`src/rtl/uart_rx_cfg.sv`:
```
// UART receiver with configurable data width, parity and stop bits; frames queue in a small FIFO.
// Latency: a frame is pushed at the middle of its last stop bit; rx_valid rises the following cycle.
// Backpressure: rx_ready pops the head; a completed frame meeting a full FIFO without a pop is dropped and flagged.
module uart_rx_cfg #(
   parameter int CLOCK_FREQ  = 100000000,
   parameter int BAUD_RATE   = 2000000,
   parameter int DATA_BITS   = 8,
   parameter int PARITY_MODE = 0,
   parameter int STOP_BITS   = 1,
   parameter int FIFO_DEPTH  = 4
) (
   input  logic                 uart_clock,
   input  logic                 uart_reset,
   input  logic                 uart_d_in,
   output logic [DATA_BITS-1:0] rx_data,
   output logic                 rx_parity_err,
   output logic                 rx_frame_err,
   output logic                 rx_break,
   output logic                 rx_valid,
   input  logic                 rx_ready,
   output logic                 overrun_err
);

   localparam int CLKS_PER_BIT = CLOCK_FREQ / BAUD_RATE;
   localparam int HALF_BIT     = CLKS_PER_BIT / 2;
   localparam int CNT_W        = $clog2(CLKS_PER_BIT);
   localparam int IDX_W        = 4;
   localparam int PTR_W        = $clog2(FIFO_DEPTH);
   localparam int WORD_W       = DATA_BITS + 3;

   localparam logic [CNT_W-1:0] CNT_LAST      = CNT_W'(CLKS_PER_BIT - 1);
   localparam logic [CNT_W-1:0] CNT_HALF      = CNT_W'(HALF_BIT - 1);
   localparam logic [IDX_W-1:0] IDX_DATA_LAST = IDX_W'(DATA_BITS - 1);
   localparam logic [IDX_W-1:0] IDX_STOP_LAST = IDX_W'(STOP_BITS - 1);
   localparam logic [PTR_W:0]   CNT_FULL      = (PTR_W + 1)'(FIFO_DEPTH);
   localparam bit               HAS_PARITY    = (PARITY_MODE != 0);
   localparam logic             ODD_PARITY    = (PARITY_MODE == 2);

   typedef enum logic [2:0] {
      ST_IDLE,
      ST_START,
      ST_DATA,
      ST_PARITY,
      ST_STOP
   } state_t;

   // line synchroniser and edge history (idle line reads as 1)
   logic sync_ff;
   logic rxs;
   logic rxs_prev;

   // receive FSM
   state_t           state;
   state_t           state_next;
   logic [CNT_W-1:0] bit_cnt;
   logic [CNT_W-1:0] bit_cnt_next;
   logic [IDX_W-1:0] bit_idx;
   logic [IDX_W-1:0] bit_idx_next;
   logic             sample_data;
   logic             sample_parity;
   logic             sample_stop;
   logic             push;

   // frame being assembled
   logic [DATA_BITS-1:0] data_sr;
   logic                 parity_bit;
   logic                 stop_err;
   logic                 stop_low;

   // completed frame word
   logic              frame_err_w;
   logic              parity_err_w;
   logic              break_w;
   logic [WORD_W-1:0] push_word;

   // frame FIFO
   logic [WORD_W-1:0] mem [FIFO_DEPTH];
   logic [PTR_W-1:0]  wr_ptr;
   logic [PTR_W-1:0]  rd_ptr;
   logic [PTR_W:0]    count;
   logic              full;
   logic              pop;
   logic              wr_en;
   logic              drop;
   logic [WORD_W-1:0] head;

   // two-flop synchroniser plus one history flop for falling-edge detection
   always_ff @(posedge uart_clock or negedge uart_reset) begin
      if (!uart_reset) begin
         sync_ff  <= 1'b1;
         rxs      <= 1'b1;
         rxs_prev <= 1'b1;
      end else begin
         sync_ff  <= uart_d_in;
         rxs      <= sync_ff;
         rxs_prev <= rxs;
      end
   end

   // FSM state, bit timer and bit index registers
   always_ff @(posedge uart_clock or negedge uart_reset) begin
      if (!uart_reset) begin
         state   <= ST_IDLE;
         bit_cnt <= '0;
         bit_idx <= '0;
      end else begin
         state   <= state_next;
         bit_cnt <= bit_cnt_next;
         bit_idx <= bit_idx_next;
      end
   end

   // next-state logic: mid-bit sampling strobes, push at the middle of the last stop bit
   always_comb begin
      state_next    = state;
      bit_cnt_next  = bit_cnt;
      bit_idx_next  = bit_idx;
      sample_data   = 1'b0;
      sample_parity = 1'b0;
      sample_stop   = 1'b0;
      push          = 1'b0;
      case (state)
         ST_IDLE: begin
            bit_cnt_next = '0;
            bit_idx_next = '0;
            // only a 1->0 transition starts a frame, so a held-low line cannot retrigger
            if (rxs_prev && !rxs) begin
               state_next = ST_START;
            end
         end
         ST_START: begin
            if (bit_cnt == CNT_HALF) begin
               bit_cnt_next = '0;
               bit_idx_next = '0;
               // a start bit gone high again by mid-bit is a glitch
               state_next   = rxs ? ST_IDLE : ST_DATA;
            end else begin
               bit_cnt_next = bit_cnt + 1'b1;
            end
         end
         ST_DATA: begin
            if (bit_cnt == CNT_LAST) begin
               bit_cnt_next = '0;
               sample_data  = 1'b1;
               if (bit_idx == IDX_DATA_LAST) begin
                  bit_idx_next = '0;
                  state_next   = HAS_PARITY ? ST_PARITY : ST_STOP;
               end else begin
                  bit_idx_next = bit_idx + 1'b1;
               end
            end else begin
               bit_cnt_next = bit_cnt + 1'b1;
            end
         end
         ST_PARITY: begin
            if (bit_cnt == CNT_LAST) begin
               bit_cnt_next  = '0;
               sample_parity = 1'b1;
               state_next    = ST_STOP;
            end else begin
               bit_cnt_next = bit_cnt + 1'b1;
            end
         end
         ST_STOP: begin
            if (bit_cnt == CNT_LAST) begin
               bit_cnt_next = '0;
               sample_stop  = 1'b1;
               if (bit_idx == IDX_STOP_LAST) begin
                  // leave at mid-bit so a back-to-back start edge is not missed
                  bit_idx_next = '0;
                  push         = 1'b1;
                  state_next   = ST_IDLE;
               end else begin
                  bit_idx_next = bit_idx + 1'b1;
               end
            end else begin
               bit_cnt_next = bit_cnt + 1'b1;
            end
         end
         default: begin
            state_next = ST_IDLE;
         end
      endcase
   end

   // frame capture: shift data LSB first, remember parity bit and stop-bit history
   always_ff @(posedge uart_clock or negedge uart_reset) begin
      if (!uart_reset) begin
         data_sr    <= '0;
         parity_bit <= 1'b0;
         stop_err   <= 1'b0;
         stop_low   <= 1'b1;
      end else begin
         if (state == ST_IDLE) begin
            parity_bit <= 1'b0;
            stop_err   <= 1'b0;
            stop_low   <= 1'b1;
         end
         if (sample_data) begin
            data_sr <= {rxs, data_sr[DATA_BITS-1:1]};
         end
         if (sample_parity) begin
            parity_bit <= rxs;
         end
         if (sample_stop) begin
            if (!rxs) begin
               stop_err <= 1'b1;
            end else begin
               stop_low <= 1'b0;
            end
         end
      end
   end

   // the last stop sample is still on rxs in the push cycle, so fold it in here
   always_comb begin
      frame_err_w  = stop_err | ~rxs;
      parity_err_w = HAS_PARITY && ((^data_sr ^ parity_bit) != ODD_PARITY);
      break_w      = (data_sr == '0) && !parity_bit && stop_low && !rxs;
      push_word    = {break_w, frame_err_w, parity_err_w, data_sr};
   end

   assign full  = (count == CNT_FULL);
   assign pop   = rx_valid && rx_ready;
   assign wr_en = push && (!full || pop);
   assign drop  = push && full && !pop;

   // FIFO pointers, occupancy and overrun pulse; a pop frees the slot a same-cycle push needs
   always_ff @(posedge uart_clock or negedge uart_reset) begin
      if (!uart_reset) begin
         wr_ptr      <= '0;
         rd_ptr      <= '0;
         count       <= '0;
         overrun_err <= 1'b0;
      end else begin
         if (wr_en) begin
            wr_ptr <= wr_ptr + 1'b1;
         end
         if (pop) begin
            rd_ptr <= rd_ptr + 1'b1;
         end
         case ({wr_en, pop})
            2'b10:   count <= count + 1'b1;
            2'b01:   count <= count - 1'b1;
            default: count <= count;
         endcase
         overrun_err <= drop;
      end
   end

   // FIFO storage; contents are only visible while occupancy is non-zero
   always_ff @(posedge uart_clock) begin
      if (wr_en) begin
         mem[wr_ptr] <= push_word;
      end
   end

   assign head          = mem[rd_ptr];
   assign rx_valid      = (count != '0);
   assign rx_data       = rx_valid ? head[DATA_BITS-1:0] : '0;
   assign rx_parity_err = rx_valid & head[DATA_BITS];
   assign rx_frame_err  = rx_valid & head[DATA_BITS+1];
   assign rx_break      = rx_valid & head[DATA_BITS+2];

endmodule

```
`config.mk`:
```
export PLATFORM = sky130hd
export DESIGN_NAME = uart_rx_cfg
export DESIGN_NICKNAME = d
export VERILOG_FILES = /design/src/rtl/uart_rx_cfg.sv
export SDC_FILE = /design/constraint.sdc
export NUM_CORES = 1
export LEC_CHECK = 0
export CAP_MARGIN = 5
export CORE_MARGIN = 5
export CORE_UTILIZATION = 50
export CTS_CLUSTER_SIZE = 28
export DETAILED_ROUTE_END_ITERATION = 8
export PLACE_DENSITY = 0.75
export SLEW_MARGIN = 40
export SYNTH_ARGS = -nofsm -noshare
export SYNTH_HDL_FRONTEND = slang
export SYNTH_SLANG_ARGS = --single-unit
export TNS_END_PERCENT = 50
```
`constraint.sdc`:
```
create_clock -name uart_clock -period 5.5 [get_ports uart_clock]
set_clock_uncertainty 0.1 [all_clocks]
set_input_delay 0.55 -clock uart_clock [delete_from_list [all_inputs] [get_ports uart_clock]]
set_output_delay 0.55 -clock uart_clock [all_outputs]
set_load 0.03 [all_outputs]
```
==> flow_summary.json <==
{
  "yosys.cell_types.count": 48,
  "cp_max_fo": 10,
  "critical_path_required_ns": 5.40,
  "arrival_ns": 3.06,
  "dp_hpwl_mm": 4.05,
  "cp_slowest_cell": "or4_1",
  "clkTransAtPathRegs_ns": 0.08,
  "synth_edf_count": 40,
  "relSlewSlack_pct": 49.2,
  "die_h_um": 92.5,
  "dp_cells": 337,
  "vias": 2051,
  "antenna_found_initial": 0,
  "p_leak_uw": 0.00151,
  "firstDrtPassIters": 4,
  "grt_pass1_vias": 2070,
  "postSynthAreaPerCell_um2": 13.5,
  "cap_violations": 0,
  "die_w_um": 92.5,
  "num_rows": 30,
  "grt_pass1_wl_mm": 9.84,
  "synth_cells": 252,
  "clockBufferDepth": 2,
  "ant_nets": 0,
  "area_growth_pct": 11.8,
  "yosysTopAreaCellShare_pct": 35.3,
  "gp_congestion": 0.827,
  "crit_path_start_kind": "register",
  "finalCritPeriodShare_pct": 57.4,
  "crit_family": "simple AND/OR/NAND/NOR gates",
  "p_per_area_nw_per_um2": 410,
  "cts_max_level": 3,
  "ctsResizeCount": 0,
  "synth.most_common_cell": "edfxtp_1",
  "r2r-start": "bit_cnt[1]",
  "vias_per_cell": 5.81,
  "min_period_ns": 3.16,
  "clk_latency_ns": 0.36,
  "hold_class": "in -> async",
  "yosys_warnings": 0,
  "synth-async-reset-ratio_pct": 46.7,
  "layout.cells.non_filler": 353,
  "antennaDiodeCount": 0,
  "synth_area_um2": 3410,
  "port_buffers": 15,
  "fill_cells": 529,
  "grt_max_degree": 36,
  "rsz0062_at_grt": "false",
  "drv_slew": 0,
  "hold_buffers": 0,
  "ys_top_cells_by_count": "40 x edfxtp_1, 31 x dfrtp_1, 15 x and2_1, 13 x inv_1, 13 x o21ai_0",
  "post_drt_wl_per_cell_um": 16.5,
  "worst-r2r-setup-slack_ns": 2.34,
  "critical_path_class": "reg -> reg",
  "critical_path.cell_chain": "inv_1 > ha_1 > or3b_4 > or4_1 > a31oi_1 > and2_1",
  "ys_ff_latch": 75,
  "syn_nets": 266,
  "seq_area_frac_synth_pct": 61.1,
  "vdd_drop_max_uv": 202,
  "cp-end-kind": "register",
  "fmax_mhz": 316,
  "reg2reg_depth": 6,
  "dieArea_um2": 8560,
  "status": "finished, final reports clean",
  "post-cts-setup-buffers": 0,
  "synthFlopType": "edfxtp_1",
  "fin_tns_setup_ns": 0,
  "r2r-end": "mem[0][9]",
  "cts_sinks": 75,
  "timing_hold_violations_final": 0,
  "drt_drc_violations_left": 0,
  "root_buffer": "clkbuf_8",
  "drive_above_1_share_pct": 16.5,
  "drt_wl_total_mm": 5.84,
  "total_power_uw": 1560,
  "cp_num_buf_inv": 1,
  "overflow": 0,
  "cts_buffers": 9,
  "dr.first_iter.drc_count": 129,
  "tightest_slew_ns": 0.755,
  "synth_area_leader_cell": "edfxtp_1",
  "start_util_pct": 50.7,
  "io_pins": 17,
  "finalSetupViolCount": 0,
  "final_nets": 282,
  "slowest_delay_ns": 0.66,
  "grt_use_total_pct": 15.1,
  "core-area_um2": 6720,
  "synthTopCellsByArea": "edfxtp_1 35%, dfrtp_1 23%, mux4_2 6.6%, ha_1 3.3%, dfstp_2 3.1%",
  "cts_tree": "built"
}
## cell type report
type / count / area [um2] / area share (%)
Sequential cell: 75 / 2080 / 54.7
Multi-Input combinational cell: 153 / 1230 / 32.3
Timing Repair Buffer: 16 / 155 / 4.07
Clock buffer: 9 / 124 / 3.25
Tap cell: 80 / 100 / 2.63
Clock inverter: 7 / 70.1 / 1.84
Inverter: 13 / 48.8 / 1.28
## worst max-delay path by stage
stage | start | end | depth (start not counted) | slack (ns)
6_report | bit_cnt[1] | mem[0][9] | 6 | 2.34
4_1_cts | rd_ptr[0] | rx_data[3] | 3 | 2.28
5_1_grt | bit_cnt[1] | mem[0][9] | 6 | 2.09
3_3_place_gp | bit_cnt[1] | mem[0][0] | 6 | 2.43
2_1_floorplan | bit_cnt[1] | count[2] | 10 | 2.62
3_5_place_dp | bit_cnt[1] | mem[1][1] | 6 | 2.33
## per-stage QoR
step / hold slack (ns) / setup WS, ns / utilization (%) / area [um2]
6_report: 0.0365 / 2.34 / 56.7 / 3810
4_1_cts: 0.194 / 2.28 / 56.6 / 3810
5_1_grt: 0.0634 / 2.09 / 56.7 / 3810
2_1_floorplan: 0.154 / 2.62 / - / 3410
3_3_place_gp: 0.247 / 2.43 / 53.8 / 3610
3_5_place_dp: 0.248 / 2.33 / 53.8 / 3610
## layout by cell type (no fill, tap or decap), types with 2 or more instances in the layout
master,synthesis,final
o21ai_0,13,13
nand2_1,9,9
nor3_1,3,3
nand3b_1,2,2
nand3_1,11,11
clkdlybuf4s50_1,0,14
or3b_1,2,2
nor2_1,9,9
nor4_1,4,4
a21oi_1,4,4
and2_1,15,15
dfstp_2,4,4
xnor2_1,6,6
mux4_2,10,10
edfxtp_1,40,40
a32o_1,2,2
clkbuf_8,0,9
a21o_1,3,3
o211ai_1,2,2
a31oi_1,3,3
or4_1,2,2
ha_1,9,9
inv_1,13,13
nor2b_1,2,2
buf_4,1,2
dfrtp_1,31,31
or3_1,2,2
mux2i_1,2,2
and3_1,4,4
o22ai_1,4,4
nor3b_1,7,7
inv_6,0,3
mux2_2,8,8
## where the power goes
part	internal (uW)	switching (uW)
clock	176	230
combinational	202	231
sequential	631	92.6
total	1010	553
## sequential cells by signal, indices dropped and copies added, names as in the netlist
| name | flops |
|---|---|
| bit_idx | 4 |
| overrun_err | 1 |
| stop_low | 1 |
| rxs | 1 |
| wr_ptr | 2 |
| state | 3 |
| count | 3 |
| bit_cnt | 6 |
| stop_err | 1 |
| sync_ff | 1 |
| rxs_prev | 1 |
| data_sr | 8 |
| parity_bit | 1 |
| rd_ptr | 2 |
| mem | 40 |
## cell families after synthesis
kind of cell / count (synthesis) / share of synthesized area, %
multiplexers: 20 / 9.85
other: 1 / 0.110
buffers and inverters: 24 / 2.79
AO/OA/AOI/OAI: 37 / 6.94
flip-flops: 75 / 61.1
AND/OR/NAND/NOR: 79 / 13.7
adder cells (fa/ha/maj): 10 / 3.89
XOR/XNOR: 6 / 1.54
## layer usage
layer / up-vias / global-route usage [%] / routed length (um)
met2: 38 / 24.3 / 2950
met5: - / 0 / 0
met1: 1028 / 18.9 / 2580
met4: 0 / 8.54 / 107
met3: 8 / 3.09 / 197
li1: 977 / - / -
Note: power is estimated with default switching activity, not from simulation.
